<file path="src/rtl/mem_pkg.sv">
// Shared types and helpers for the MEM stage: memory op codes, FSM states,
// exception bit positions and op classification functions.
package mem_pkg;

    localparam int ExceptionTypeWidth = 32;

    localparam int EXC_ADEL = 4;
    localparam int EXC_ADES = 5;
    localparam int EXC_DBE  = 7;

    typedef enum logic [3:0] {
        MOP_NONE = 4'd0,
        MOP_LB   = 4'd1,
        MOP_LBU  = 4'd2,
        MOP_LH   = 4'd3,
        MOP_LHU  = 4'd4,
        MOP_LW   = 4'd5,
        MOP_SB   = 4'd6,
        MOP_SH   = 4'd7,
        MOP_SW   = 4'd8,
        MOP_LL   = 4'd9,
        MOP_SC   = 4'd10
    } mem_op_t;

    typedef enum logic [1:0] {
        ST_IDLE  = 2'd0,
        ST_REQ   = 2'd1,
        ST_DONE  = 2'd2,
        ST_ABORT = 2'd3
    } mem_state_t;

    function automatic logic op_is_store(input mem_op_t op);
        return (op == MOP_SB) || (op == MOP_SH) || (op == MOP_SW) || (op == MOP_SC);
    endfunction

    function automatic logic op_misaligned(input mem_op_t op, input logic [1:0] lo);
        logic bad;
        case (op)
            MOP_LH, MOP_LHU, MOP_SH:        bad = lo[0];
            MOP_LW, MOP_SW, MOP_LL, MOP_SC: bad = (lo != 2'b00);
            default:                        bad = 1'b0;
        endcase
        return bad;
    endfunction

endpackage

</file>
<file path="src/rtl/mem_access_lane_align.sv">
// Big-endian byte-lane steering: bus byte enables, replicated store data and
// sign/zero-extended load data. Purely combinational so fetch can reuse it.
module mem_lane_align
    import mem_pkg::*;
(
    input  mem_op_t     op,
    input  logic [1:0]  addr_lo,
    input  logic [31:0] store_data,
    input  logic [31:0] load_word,
    output logic [3:0]  be,
    output logic [31:0] store_wdata,
    output logic [31:0] load_data
);

    logic [7:0]  byte_sel_s;
    logic [15:0] half_sel_s;

    // Lane selection and per-op steering; addr_lo 00 is the most significant byte
    always_comb begin
        case (addr_lo)
            2'b00:   byte_sel_s = load_word[31:24];
            2'b01:   byte_sel_s = load_word[23:16];
            2'b10:   byte_sel_s = load_word[15:8];
            default: byte_sel_s = load_word[7:0];
        endcase
        half_sel_s  = addr_lo[1] ? load_word[15:0] : load_word[31:16];
        be          = 4'b1111;
        store_wdata = store_data;
        load_data   = load_word;
        case (op)
            MOP_SB: begin
                be          = 4'b1000 >> addr_lo;
                store_wdata = {4{store_data[7:0]}};
            end
            MOP_SH: begin
                be          = addr_lo[1] ? 4'b0011 : 4'b1100;
                store_wdata = {2{store_data[15:0]}};
            end
            MOP_LB:  load_data = {{24{byte_sel_s[7]}}, byte_sel_s};
            MOP_LBU: load_data = {24'd0, byte_sel_s};
            MOP_LH:  load_data = {{16{half_sel_s[15]}}, half_sel_s};
            MOP_LHU: load_data = {16'd0, half_sel_s};
            default: load_data = load_word;
        endcase
    end

endmodule

</file>
<file path="src/rtl/mem_access.sv">
// MEM pipeline stage: alignment checks, single-outstanding data-bus access,
// load extension, LL/SC resolution and pipeline stall generation.
module mem_access
    import mem_pkg::*;
#(
    parameter int EXC_W = ExceptionTypeWidth
) (
    input  logic             clk,
    input  logic             rst,
    input  logic [3:0]       ex_mem_op,
    input  logic [31:0]      ex_addr,
    input  logic [31:0]      ex_store_data,
    input  logic [4:0]       ex_wd,
    input  logic             ex_wreg,
    input  logic [31:0]      ex_wdata,
    input  logic [EXC_W-1:0] ex_excepttype,
    input  logic             llbit_i,
    input  logic             flush,
    output logic             dbus_req,
    output logic             dbus_we,
    output logic [31:0]      dbus_addr,
    output logic [3:0]       dbus_be,
    output logic [31:0]      dbus_wdata,
    input  logic             dbus_ack,
    input  logic             dbus_err,
    input  logic [31:0]      dbus_rdata,
    output logic [4:0]       mem_wd,
    output logic             mem_wreg,
    output logic [31:0]      mem_wdata,
    output logic             mem_wreg_LLbit,
    output logic             mem_wdata_LLbit,
    output logic [EXC_W-1:0] mem_excepttype,
    output logic [31:0]      mem_badvaddr,
    output logic             stall_req
);

    mem_state_t       state_r, next_state_s;
    mem_op_t          op_s;
    logic             misalign_s, sc_fail_s, start_s, load_bus_s;
    logic [31:0]      rdata_r;
    logic             err_r;
    logic             bus_we_r;
    logic [31:0]      bus_addr_r, bus_wdata_r;
    logic [3:0]       bus_be_r;
    logic [3:0]       be_s;
    logic [31:0]      store_wdata_s, load_data_s;
    logic             stall_s, wreg_s, wreg_ll_s, wdata_ll_s;
    logic [31:0]      wdata_s, badv_s;
    logic [EXC_W-1:0] local_exc_s;

    assign op_s = mem_op_t'(ex_mem_op);

    mem_lane_align u_lane (
        .op          (op_s),
        .addr_lo     (ex_addr[1:0]),
        .store_data  (ex_store_data),
        .load_word   (rdata_r),
        .be          (be_s),
        .store_wdata (store_wdata_s),
        .load_data   (load_data_s)
    );

    // Op classification: alignment faults take priority over a failed SC
    always_comb begin
        misalign_s = op_misaligned(op_s, ex_addr[1:0]);
        sc_fail_s  = (op_s == MOP_SC) && !llbit_i && !misalign_s;
        start_s    = (op_s != MOP_NONE) && !misalign_s && !sc_fail_s;
    end

    // Next-state and writeback decode
    always_comb begin
        next_state_s = state_r;
        load_bus_s   = 1'b0;
        stall_s      = 1'b0;
        wreg_s       = ex_wreg;
        wdata_s      = ex_wdata;
        wreg_ll_s    = 1'b0;
        wdata_ll_s   = 1'b0;
        local_exc_s  = '0;
        badv_s       = 32'd0;
        case (state_r)
            ST_IDLE: begin
                if (flush) begin
                    wreg_s = 1'b0;
                end else if (misalign_s) begin
                    wreg_s = 1'b0;
                    badv_s = ex_addr;
                    if (op_is_store(op_s)) begin
                        local_exc_s[EXC_ADES] = 1'b1;
                    end else begin
                        local_exc_s[EXC_ADEL] = 1'b1;
                    end
                end else if (sc_fail_s) begin
                    wreg_s  = 1'b1;
                    wdata_s = 32'd0;
                end else if (start_s) begin
                    stall_s      = 1'b1;
                    wreg_s       = 1'b0;
                    load_bus_s   = 1'b1;
                    next_state_s = ST_REQ;
                end else begin
                    next_state_s = ST_IDLE;
                end
            end
            ST_REQ: begin
                stall_s = 1'b1;
                wreg_s  = 1'b0;
                if (dbus_ack) begin
                    next_state_s = flush ? ST_IDLE : ST_DONE;
                end else if (flush) begin
                    next_state_s = ST_ABORT;
                end else begin
                    next_state_s = ST_REQ;
                end
            end
            ST_ABORT: begin
                stall_s = 1'b1;
                wreg_s  = 1'b0;
                next_state_s = dbus_ack ? ST_IDLE : ST_ABORT;
            end
            ST_DONE: begin
                next_state_s = ST_IDLE;
                if (flush) begin
                    wreg_s = 1'b0;
                end else if (err_r) begin
                    wreg_s                = 1'b0;
                    badv_s                = ex_addr;
                    local_exc_s[EXC_DBE]  = 1'b1;
                end else begin
                    case (op_s)
                        MOP_LB, MOP_LBU, MOP_LH, MOP_LHU, MOP_LW: wdata_s = load_data_s;
                        MOP_LL: begin
                            wdata_s    = load_data_s;
                            wreg_ll_s  = 1'b1;
                            wdata_ll_s = 1'b1;
                        end
                        MOP_SC: begin
                            wreg_s     = 1'b1;
                            wdata_s    = 32'd1;
                            wreg_ll_s  = 1'b1;
                            wdata_ll_s = 1'b0;
                        end
                        default: wreg_s = 1'b0;
                    endcase
                end
            end
            default: next_state_s = ST_IDLE;
        endcase
    end

    // FSM state register
    always_ff @(posedge clk or posedge rst) begin
        if (rst) begin
            state_r <= ST_IDLE;
        end else begin
            state_r <= next_state_s;
        end
    end

    // Bus request fields are latched so an aborted request survives the ex/mem flush
    always_ff @(posedge clk or posedge rst) begin
        if (rst) begin
            bus_we_r    <= 1'b0;
            bus_addr_r  <= 32'd0;
            bus_be_r    <= 4'd0;
            bus_wdata_r <= 32'd0;
            rdata_r     <= 32'd0;
            err_r       <= 1'b0;
        end else begin
            if (load_bus_s) begin
                bus_we_r    <= op_is_store(op_s);
                bus_addr_r  <= {ex_addr[31:2], 2'b00};
                bus_be_r    <= be_s;
                bus_wdata_r <= store_wdata_s;
            end
            if ((state_r == ST_REQ) && dbus_ack) begin
                rdata_r <= dbus_rdata;
                err_r   <= dbus_err;
            end
        end
    end

    // Output stage; everything toward the pipeline is forced quiet during reset
    always_comb begin
        dbus_req        = !rst && ((state_r == ST_REQ) || (state_r == ST_ABORT));
        dbus_we         = bus_we_r;
        dbus_addr       = bus_addr_r;
        dbus_be         = bus_be_r;
        dbus_wdata      = bus_wdata_r;
        stall_req       = !rst && stall_s;
        mem_wd          = rst ? 5'd0 : ex_wd;
        mem_wreg        = !rst && wreg_s;
        mem_wdata       = rst ? 32'd0 : wdata_s;
        mem_wreg_LLbit  = !rst && wreg_ll_s;
        mem_wdata_LLbit = !rst && wdata_ll_s;
        mem_excepttype  = rst ? '0 : (ex_excepttype | local_exc_s);
        mem_badvaddr    = rst ? 32'd0 : badv_s;
    end

endmodule

</file>
<file path="config.mk">
export PLATFORM = sky130hd
export DESIGN_NAME = mem_access
export DESIGN_NICKNAME = d
export VERILOG_FILES = /design/src/rtl/mem_pkg.sv /design/src/rtl/mem_access_lane_align.sv /design/src/rtl/mem_access.sv
export SDC_FILE = /design/constraint.sdc
export NUM_CORES = 1
export LEC_CHECK = 0
export ABC_AREA = 1
export BUFFER_PORTS_ARGS = -buffer_cell sky130_fd_sc_hd__buf_2
export CORE_AREA = 2 2 137 139
export CTS_BUF_LIST = sky130_fd_sc_hd__clkbuf_8
export DETAILED_ROUTE_END_ITERATION = 6
export DIE_AREA = 0 0 139 141
export GPL_TIMING_DRIVEN = 0
export HOLD_SLACK_MARGIN = 0.06
export PLACE_DENSITY_LB_ADDON = 0.1
export SYNTH_ARGS = -nofsm -noshare
export SYNTH_HDL_FRONTEND = slang
export SYNTH_HIERARCHICAL = 1
export SYNTH_SLANG_ARGS = --single-unit
</file>
<file path="constraint.sdc">
create_clock -name clk -period 6.49 [get_ports clk]
set_input_delay 0.649 -clock clk [delete_from_list [all_inputs] [get_ports clk]]
set_output_delay 0.649 -clock clk [all_outputs]
set_load 0.01 [all_outputs]
</file>
# Word level (Yosys, flattened, before mapping)
# Index checks and enable logic that the tools add are counted.
# classes
reduce_logical,28
addsub,0
n_eq_ne,18
n_shift,1
div_mod_pow,0
magnitude_cmp,0
n_bitwise,1
multipliers,0
mux,62
# ops
op,count
$mux W32,12
$pmux W32 S2,4
$pmux W32 S4,1
$or A32 B8 Y32,1
$mux W1,25
$pmux W8 S3,1
$mux W2,10
$eq A4 B3 Y1 const B,4
$mux W16,1
$eq A4 B4 Y1 const B,3
$logic_and A1 B1 Y1,10
$eq A4 B2 Y1 const B,2
$pmux W2 S4,1
$pmux W4 S2,1
$eq A2 B2 Y1 const B,3
$ne A2 B2 Y1 const B,3
$pmux W1 S2,3
$reduce_or A6 Y1,1
$mux W5,1
$eq A2 B1 Y1 const B,2
$eq A4 B1 Y1 const B,1
$logic_not A1 Y1,4
$logic_not A2 Y1,2
$logic_or A1 B1 Y1,4
other kinds (9),10
# word_totals
mem_count,0
input_bits,176
mem_bits_rw,0
romBits,0
reg_bits,102
output_inout_bits,175
latch_bits,0

# Longest topological paths before layout
# Gate-level depths: netlist of the first run.
# depth
word_depth,13
ltp_mapped,16
ltp_nobuf,15

# Modules after synthesis
# The synthesis of the first run kept the hierarchy.
# by_module_without_submodules
mod,n_inst,area_each_um2,cells_per_inst
mem_access,1,5977.0,846
mem_lane_align,1,1376.3,299

# Worst setup path after synthesis of the first run
# OpenSTA, ideal clock, no wires.
# synth_path
path_type,input to output
from,in rst
to,out mem_wreg_LLbit
setup_slack_ps,1226
arrival_time_ps,4615
stages,5
path_cell_list,clkbuf_1 inv_1 clkbuf_1 nand2_1 a21oi_1
# synth_between
elab_chain_len,2
# synth_lines
item,line,source
from (decl),mem_access.sv:9,"input logic rst,"
$logic_not A1 Y1,mem_access.sv:194,mem_wreg_LLbit = !rst && wreg_ll_s;
$logic_and A1 B1 Y1,mem_access.sv:194,
to (decl),mem_access.sv:30,"output logic mem_wreg_LLbit,"
# Every way passes these cells.

# Worst setup path in the final report of the first run
# layout_path
from,in ex_addr[0]
to,out mem_wdata[9]
# layout_between
word_cells_on_any_way,17
# layout_lines
item,line,source
from (decl),mem_access.sv:11,"input logic [31:0] ex_addr,"
"$eq A2 B2 Y1, or another cell as far along",mem_access_lane_align.sv:20,case (addr_lo)
$pmux W8 S3 (*),mem_access_lane_align.sv:20,
$pmux W32 S4 (*),mem_access_lane_align.sv:30,case (op)
net load_data_s[9],mem_access.sv:46,"logic [31:0] store_wdata_s, load_data_s;"
$pmux W32 S2 (*),mem_access.sv:130,case (op_s)
$mux W32 (*),mem_access.sv:125,end else if (err_r) begin
$mux W32 (*),mem_access.sv:123,if (flush) begin
$pmux W32 S2 (*),mem_access.sv:81,case (state_r)
$mux W32 (*),mem_access.sv:193,mem_wdata = rst ? 32'd0 : wdata_s;
to (decl),mem_access.sv:29,"output logic [31:0] mem_wdata,"
# The timed path passes the listed nets; every way through them passes the cells marked *.

==> impl_metrics.env, run 1 <==
export IMPL_synth_compound_area_frac=0.0759
export IMPL_skew_ns=0.0214
export IMPL_place_area_mm2=0.00942
export IMPL_clock_root_buffer="clkbuf_8"
export IMPL_io_pins=351
export IMPL_wl_per_cell_um=15.9
export IMPL_dp_cells=1728
export IMPL_finalMaxSlewViolations=0
export IMPL_multi_input_area_mm2=0.00391
export IMPL_synth_xor_area_frac=0
export IMPL_critical_path_buf_inv_count=4
export IMPL_hold_violations=0
export IMPL_drt_iter0_markers=588
export IMPL_synth_ff_type="dfrtp_1"
export IMPL_die_height_um=141
export IMPL_status="completed"
export IMPL_ctsResizeCount=0
export IMPL_slew_headroom=0.484
export IMPL_critPathCaptureType="primary output"
export IMPL_via_per_inst=4.92
export IMPL_gp_congestion=0.896
export IMPL_ant_nets=0
export IMPL_r2r_end="dbus_be[0]"
export IMPL_grt_max_degree=60
export IMPL_synth_edff_count=0
export IMPL_fp_dieW_um=139
export IMPL_ys_ff_latch=102
export IMPL_postCtsSetupBuffers=0
export IMPL_fin_crit_sh=0.512
export IMPL_critPathKind="in -> out"
export IMPL_critical_path_top_delay_family="simple AND/OR/NAND/NOR gates"
export IMPL_r2r_setup_slack_ns=4.74
export IMPL_tightestPinTransition_ns=0.774
export IMPL_crit_cells=16
export IMPL_row_count=50
export IMPL_syn_area_per_cell_um2=6.42
export IMPL_final_core_util=0.526
export IMPL_portBuffers=347
export IMPL_leakage_nw=5.65
export IMPL_fin_crit_ns=3.32
export IMPL_fin_ws_ns=3.17
export IMPL_synth_top_family_by_area="simple AND/OR/NAND/NOR gates"
export IMPL_stdcell_area_mm2=0.00961
export IMPL_r2r_cells=8
export IMPL_critical_path_arrival_ns=2.68
export IMPL_grt_pass1_wl_um=42300
export IMPL_r2r_start="state_r[0]"
export IMPL_yosysTopAreaCell="dfrtp_1"
export IMPL_slowest_delay_ns=0.33
export IMPL_grt_pass1_vias=7617
export IMPL_cp_start_kind="input pin"
export IMPL_p_per_area_mw_per_mm2=335
export IMPL_setup_worst_path_start="ex_addr[0]"
export IMPL_area_delta_synth_final_pct=30.7
export IMPL_track_usage=0.272
export IMPL_synthSimpleGateAreaFrac=0.406
export IMPL_ys_top_cells_by_area="dfrtp_1 35%, nand2_1 19%, nand3_1 8.9%"
export IMPL_drtPass1Iterations=5
export IMPL_timing_hold_ws_ns=0.479
export IMPL_gr_total_overflow=0
export IMPL_async_reset_ff_frac=1.00
export IMPL_cts_sinks=102
export IMPL_hpwl_um=22000
export IMPL_path_cells="buf_2, nor2_2, nand2_1, nand3_1, nand3_4, buf_6, nand3_1, inv_1, nor2_1, nand2_1, nand2_1, o21ai_0, nand2_1, nand2_1, nor2_1, buf_2"
export IMPL_yosysWarnings=6
export IMPL_synthCells=1145
export IMPL_yosysTopAreaCellShare=0.347
export IMPL_wl_um=27800
export IMPL_tritoncts="built"
export IMPL_drc=0
export IMPL_fmax_ghz=0.301
export IMPL_cts_htree_levels=3
export IMPL_muxShareOfSynthArea=0.0490
export IMPL_critPathMaxFanout=10
export IMPL_floorplan_initialDensity=0.403
export IMPL_synth_fa_ha_area_frac=0
export IMPL_drive_above_1_share=0.313
export IMPL_vias=8598
export IMPL_p_total_mw=3.22
export IMPL_setup_viol=0
export IMPL_crit_slowest_cell="nor2_2"
export IMPL_cts_hold_buffers=0
export IMPL_critical_path_endpoint="mem_wdata[9]"
export IMPL_min_path_type="in -> reg"
export IMPL_seq_area_frac_synth=0.347
export IMPL_grt_antenna_before_repair=2
export IMPL_fin_cells=1746
export IMPL_fill_cells=1942
export IMPL_clkLatencyLatePin_ns=0.39
export IMPL_cap_violations=0
export IMPL_crit_required_ns=5.84
export IMPL_clkTransAtPathRegs_ns=0.12
export IMPL_fin_nets=1681
export IMPL_cts_made_buffers=9
export IMPL_dpl_worst_slack_ns=3.21
export IMPL_dieArea_mm2=0.0196
export IMPL_finalSetupTns_ns=0
export IMPL_cts_buffer_depth=2
export IMPL_regArea_mm2=0.00255
export IMPL_rsz0062_at_grt="false"
export IMPL_cpMostUsedCell="nand2_1"
export IMPL_synthesis_area_mm2=0.00735
export IMPL_max_vdd_ir_drop_mv=0.204
export IMPL_core_mm2=0.0183
export IMPL_ys_types=30
==> how the worst min path moves through the flow <==
stage | depth (start not counted) | endpoint | slack (ns) | start
2_1_floorplan | 1 | rdata_r[10] | 0.50 | rdata_r[10]
3_3_place_gp | 2 | dbus_wdata[19] | 0.45 | dbus_wdata[19]
4_1_cts | 2 | rdata_r[29] | 0.46 | dbus_rdata[29]
6_report | 2 | rdata_r[29] | 0.48 | dbus_rdata[29]
3_5_place_dp | 2 | dbus_wdata[21] | 0.45 | dbus_wdata[21]
5_1_grt | 2 | rdata_r[29] | 0.48 | dbus_rdata[29]
==> placed cells by master (no fill, tap or decap), types with 2 or more instances in the layout <==
cell and instances:
a21oi_1 44, inv_1 112, clkbuf_8 9, inv_6 3
nor2_2 2, clkinv_1 2, nand2_1 376, nand3_1 131
o21a_1 4, conb_1 2, clkbuf_1 17, buf_6 10
inv_2 3, buf_4 14, o21ai_1 11, dfrtp_1 102
nor3_1 37, buf_2 376, nor2_1 146, buf_1 7
nor2_4 2, mux2_2 32, nand2_4 3, nand2_2 8
diode_2 2, o21ai_0 45
==> worst register-to-register path: cells and delay by family (launching register included) <==
family | cells | cell delay (ns)
buffers and inverters | 5 | 1.01
DFF | 1 | 0.37
and+or+nand+nor | 3 | 0.31
==> metal layers <==
metal  GRT usage  routed length (um)  up-vias
met4      0.0898                 790        0
met2       0.427               12700      377
met5           0                   0        -
met1       0.389               12500     3872
met3      0.0363                1820       49
li1            -                   -     4300
==> cell usage after synthesis (all sizes together) (4+ instances only) <==
library cell,instances
a21oi,45
buf,60
clkbuf,18
dfrtp,102
inv,114
mux2,32
nand2,387
nand3,132
nor2,151
nor3,38
o21a,4
o21ai,56
==> area by class of cell <==
cell class,instances,area share
Tap cell,234,0.0305
Clock inverter,7,0.00690
Antenna cell,2,0.000521
Inverter,116,0.0453
Buffer,78,0.0479
Multi-Input combinational cell,850,0.407
Clock buffer,9,0.0129
Sequential cell,102,0.266
Timing Repair Buffer,348,0.184
==> power breakdown <==
part / total [mW] / internal, mW / leakage (nW) / switching (mW)
sequential: 1.17 / 0.945 / 1.24 / 0.222
clock: 0.414 / 0.150 / 0.101 / 0.264
combinational: 1.64 / 0.654 / 4.31 / 0.987
==> registers in the layout, summed over array words and instances (netlist names) <==
register and cells:
dbus_be 4, dbus_addr 30, dbus_we 1, rdata_r 32
err_r 1, dbus_wdata 32, state_r 2
==> logic make-up after synthesis <==
group           Yosys count
compound gates          106
buf+inv                 194
flops                   102
mux                      32
other cells               1
simple gates            710
Note: power is estimated with default switching activity, not from simulation.
==> run 2, diff against run 1 <==
ABC_AREA = 0   (was 1)
clock period = 3 ns   (was 6.49 ns; I/O delays follow)
==> run 2 against run 1 <==
Compared with the run above:
- hold slack worse by 0.33 ns
- flip-flop and latch count stayed put
- combinational power is 63% higher
- synthesized cell count is 45% lower
- die area stayed put
- critical endpoint is now mem_wdata[17]
- highest routed layer is now met5
==> impl_metrics.env, run 2 <==
export IMPL_status="completed"
export IMPL_fp_dieW_um=139
export IMPL_synthCells=631
export IMPL_area_delta_synth_final_pct=34.1
export IMPL_via_per_inst=5.32
export IMPL_portBuffers=348
export IMPL_fin_crit_sh=0.940
export IMPL_grt_antenna_before_repair=6
export IMPL_leakage_nw=4.56
export IMPL_cp_start_kind="input pin"
export IMPL_tritoncts="built"
export IMPL_dieArea_mm2=0.0196
export IMPL_seq_area_frac_synth=0.375
export IMPL_p_clk_frac=0.153
export IMPL_swShare=0.365
export IMPL_synthSimpleGateAreaFrac=0.136
export IMPL_hpwl_um=19000
export IMPL_synthesis_area_mm2=0.00681
export IMPL_p_int_mw=3.85
export IMPL_yosysWarnings=6
export IMPL_tightestPinTransition_ns=0.813
export IMPL_fin_ws_ns=0.181
export IMPL_p_per_area_mw_per_mm2=664
export IMPL_core_mm2=0.0183
export IMPL_timing_hold_ws_ns=0.147
export IMPL_drive_above_1_share=0.533
export IMPL_p_switching_mw=2.21
export IMPL_fin_crit_ns=2.82
export IMPL_drt_iter0_markers=295
export IMPL_finalMaxSlewViolations=0
export IMPL_path_cells="buf_2, buf_2, nand2_1, nor4_2, nand2_1, buf_2, o2111ai_1, nand2_1, buf_2"
export IMPL_combPwrFrac=0.443
export IMPL_setup_viol=0
export IMPL_seqPwrFrac=0.404
export IMPL_critical_path_arrival_ns=2.52
export IMPL_row_count=50
export IMPL_postCtsSetupBuffers=0
export IMPL_cap_violations=0
export IMPL_max_vdd_ir_drop_mv=0.356
export IMPL_cts_sinks=102
export IMPL_cts_made_buffers=9
export IMPL_gp_congestion=0.942
export IMPL_fmax_ghz=0.355
export IMPL_fin_cells=1236
export IMPL_cts_htree_levels=3
export IMPL_dp_cells=1215
export IMPL_fin_nets=1168
export IMPL_grt_max_degree=70
export IMPL_muxShareOfSynthArea=0.264
export IMPL_synth_top_family_by_area="multiplexers"
export IMPL_final_cell_mix="370 x buf_2, 102 x dfrtp_1, 77 x mux2_2, 43 x nand2_1, 38 x nor2b_1"
export IMPL_cts_buffer_depth=2
export IMPL_track_usage=0.235
export IMPL_floorplan_initialDensity=0.373
export IMPL_die_height_um=141
export IMPL_wl_per_cell_um=19.5
export IMPL_min_path_type="in -> reg"
export IMPL_crit_slowest_cell="nor4_2"
export IMPL_rsz0062_at_grt="false"
export IMPL_slew_headroom=0.452
export IMPL_crit_required_ns=2.70
export IMPL_syn_area_per_cell_um2=10.8
export IMPL_ys_top_cells_by_area="dfrtp_1 38%, mux2_2 13%, mux2_4 6.2%"
export IMPL_ys_ff_latch=102
export IMPL_clkTransAtPathRegs_ns=0.10
export IMPL_synth_common_cells="102 x dfrtp_1, 77 x mux2_2, 43 x nand2_1, 38 x nor2b_1"
export IMPL_drtPass1Iterations=5
export IMPL_hold_violations=0
export IMPL_yosysTopAreaCellShare=0.375
export IMPL_critPathCaptureType="primary output"
export IMPL_synth_xor_area_frac=0.00496
export IMPL_ys_types=60
export IMPL_io_pins=351
export IMPL_vias=6572
export IMPL_critPathKind="in -> out"
export IMPL_synth_compound_area_frac=0.159
export IMPL_drc=0
export IMPL_p_total_mw=6.06
export IMPL_slowest_delay_ns=0.51
export IMPL_final_common_cell="buf_2"
export IMPL_clkLatencyLatePin_ns=0.38
export IMPL_dpl_worst_slack_ns=0.0947
export IMPL_grt_pass1_vias=6277
export IMPL_synth_ff_type="dfrtp_1"
export IMPL_critPathMaxFanout=10
export IMPL_ant_nets=0
export IMPL_wl_um=24100
export IMPL_r2r_setup_slack_ns=0.56
export IMPL_clock_root_buffer="clkbuf_8"
export IMPL_gr_total_overflow=0
export IMPL_async_reset_ff_frac=1.00
export IMPL_cpMostUsedCell="buf_2"
export IMPL_grt_pass1_wl_um=36100
export IMPL_yosysMostFrequentCell="dfrtp_1"
export IMPL_synth_fa_ha_area_frac=0
export IMPL_synth_edff_count=0
export IMPL_skew_ns=0.00743
export IMPL_yosysTopAreaCell="dfrtp_1"
-- run 2: changes by cell type after synthesis, moves of 40 or more --
cell     previous run  this run
a21oi_1            44         4
inv_1             111        10
mux2_2             32        77
nand2_1           376        43
nand3_1           131         8
nor2_1            146        19
-- run 2: worst paths after layout --
path                         startpoint             to  cells past startpoint
max                        ex_mem_op[1]  mem_wdata[17]                      9
min                          ex_addr[9]   dbus_addr[9]                      2
max reg2reg                  state_r[1]   dbus_addr[5]                      6
min reg2reg                dbus_addr[5]   dbus_addr[5]                      1
max in group asynchronous           rst  dbus_wdata[2]                      5
min in group asynchronous           rst    rdata_r[30]                      4
-- run 2: power by group through the flow --
stage / Clock [mW] / Sequential [mW] / Combinational, mW
after floorplan: 0 / 2.52 / 1.52
after global placement: 0 / 2.46 / 2.66
after detailed placement: 0 / 2.46 / 2.69
after CTS: 0.960 / 2.45 / 2.69
after global routing: 1.01 / 2.54 / 2.88
final: 0.925 / 2.45 / 2.68
-- run 2: metal layers --
layer	routed length (um)	track usage
met5	27	0
met3	1870	0.0639
met1	9670	0.288
met4	528	0.0813
met2	12000	0.402
-- run 2: area by class of cell --
type | instances | area (um^2)
antenna | 5 | 12.5
buffer | 67 | 378
clock buffer | 11 | 151
clock inverter | 5 | 58.8
fill | 1770 | 9140
inverter | 12 | 45.0
multi-input combinational | 451 | 3870
sequential | 102 | 2550
tap | 234 | 293
timing repair buffer | 349 | 1770
-- run 2: per-stage QoR --
| step | setup TNS [ns] | cell area (um^2) | util |
|---|---|---|---|
| 6_report | 0 | 9130 | 0.500 |
| 5_1_grt | 0 | 9120 | 0.499 |
| 4_1_cts | 0 | 9100 | 0.498 |
| 3_5_place_dp | 0 | 8880 | 0.486 |
| 3_3_place_gp | -80.99 | 8840 | 0.484 |
| 2_1_floorplan | 0 | 6810 | - |
-- run 2: cells by family after synthesis --
| kind of cell | count (synthesis) |
|---|---|
| and+or+nand+nor | 169 |
| muxes | 143 |
| AOI/OAI and AO/OA | 134 |
| DFF | 102 |
| buffers and inverters | 79 |
| xor gates and xnor gates | 3 |
| other | 1 |
-- run 2: what timing repair did --
item,CTS,global route
pin swaps,0,1
hold buffers,0,0
cloned,0,0
setup endpoints to repair,6,24
hold endpoints to repair,0,0
resized for setup,1,6
-- run 2: worst max-delay path, delay by kind of cell --
family,cells,cell delay (ns)
AND/OR/NAND/NOR,4,1.14
buffers and inverters,4,0.86
AO/OA/AOI/OAI,1,0.21
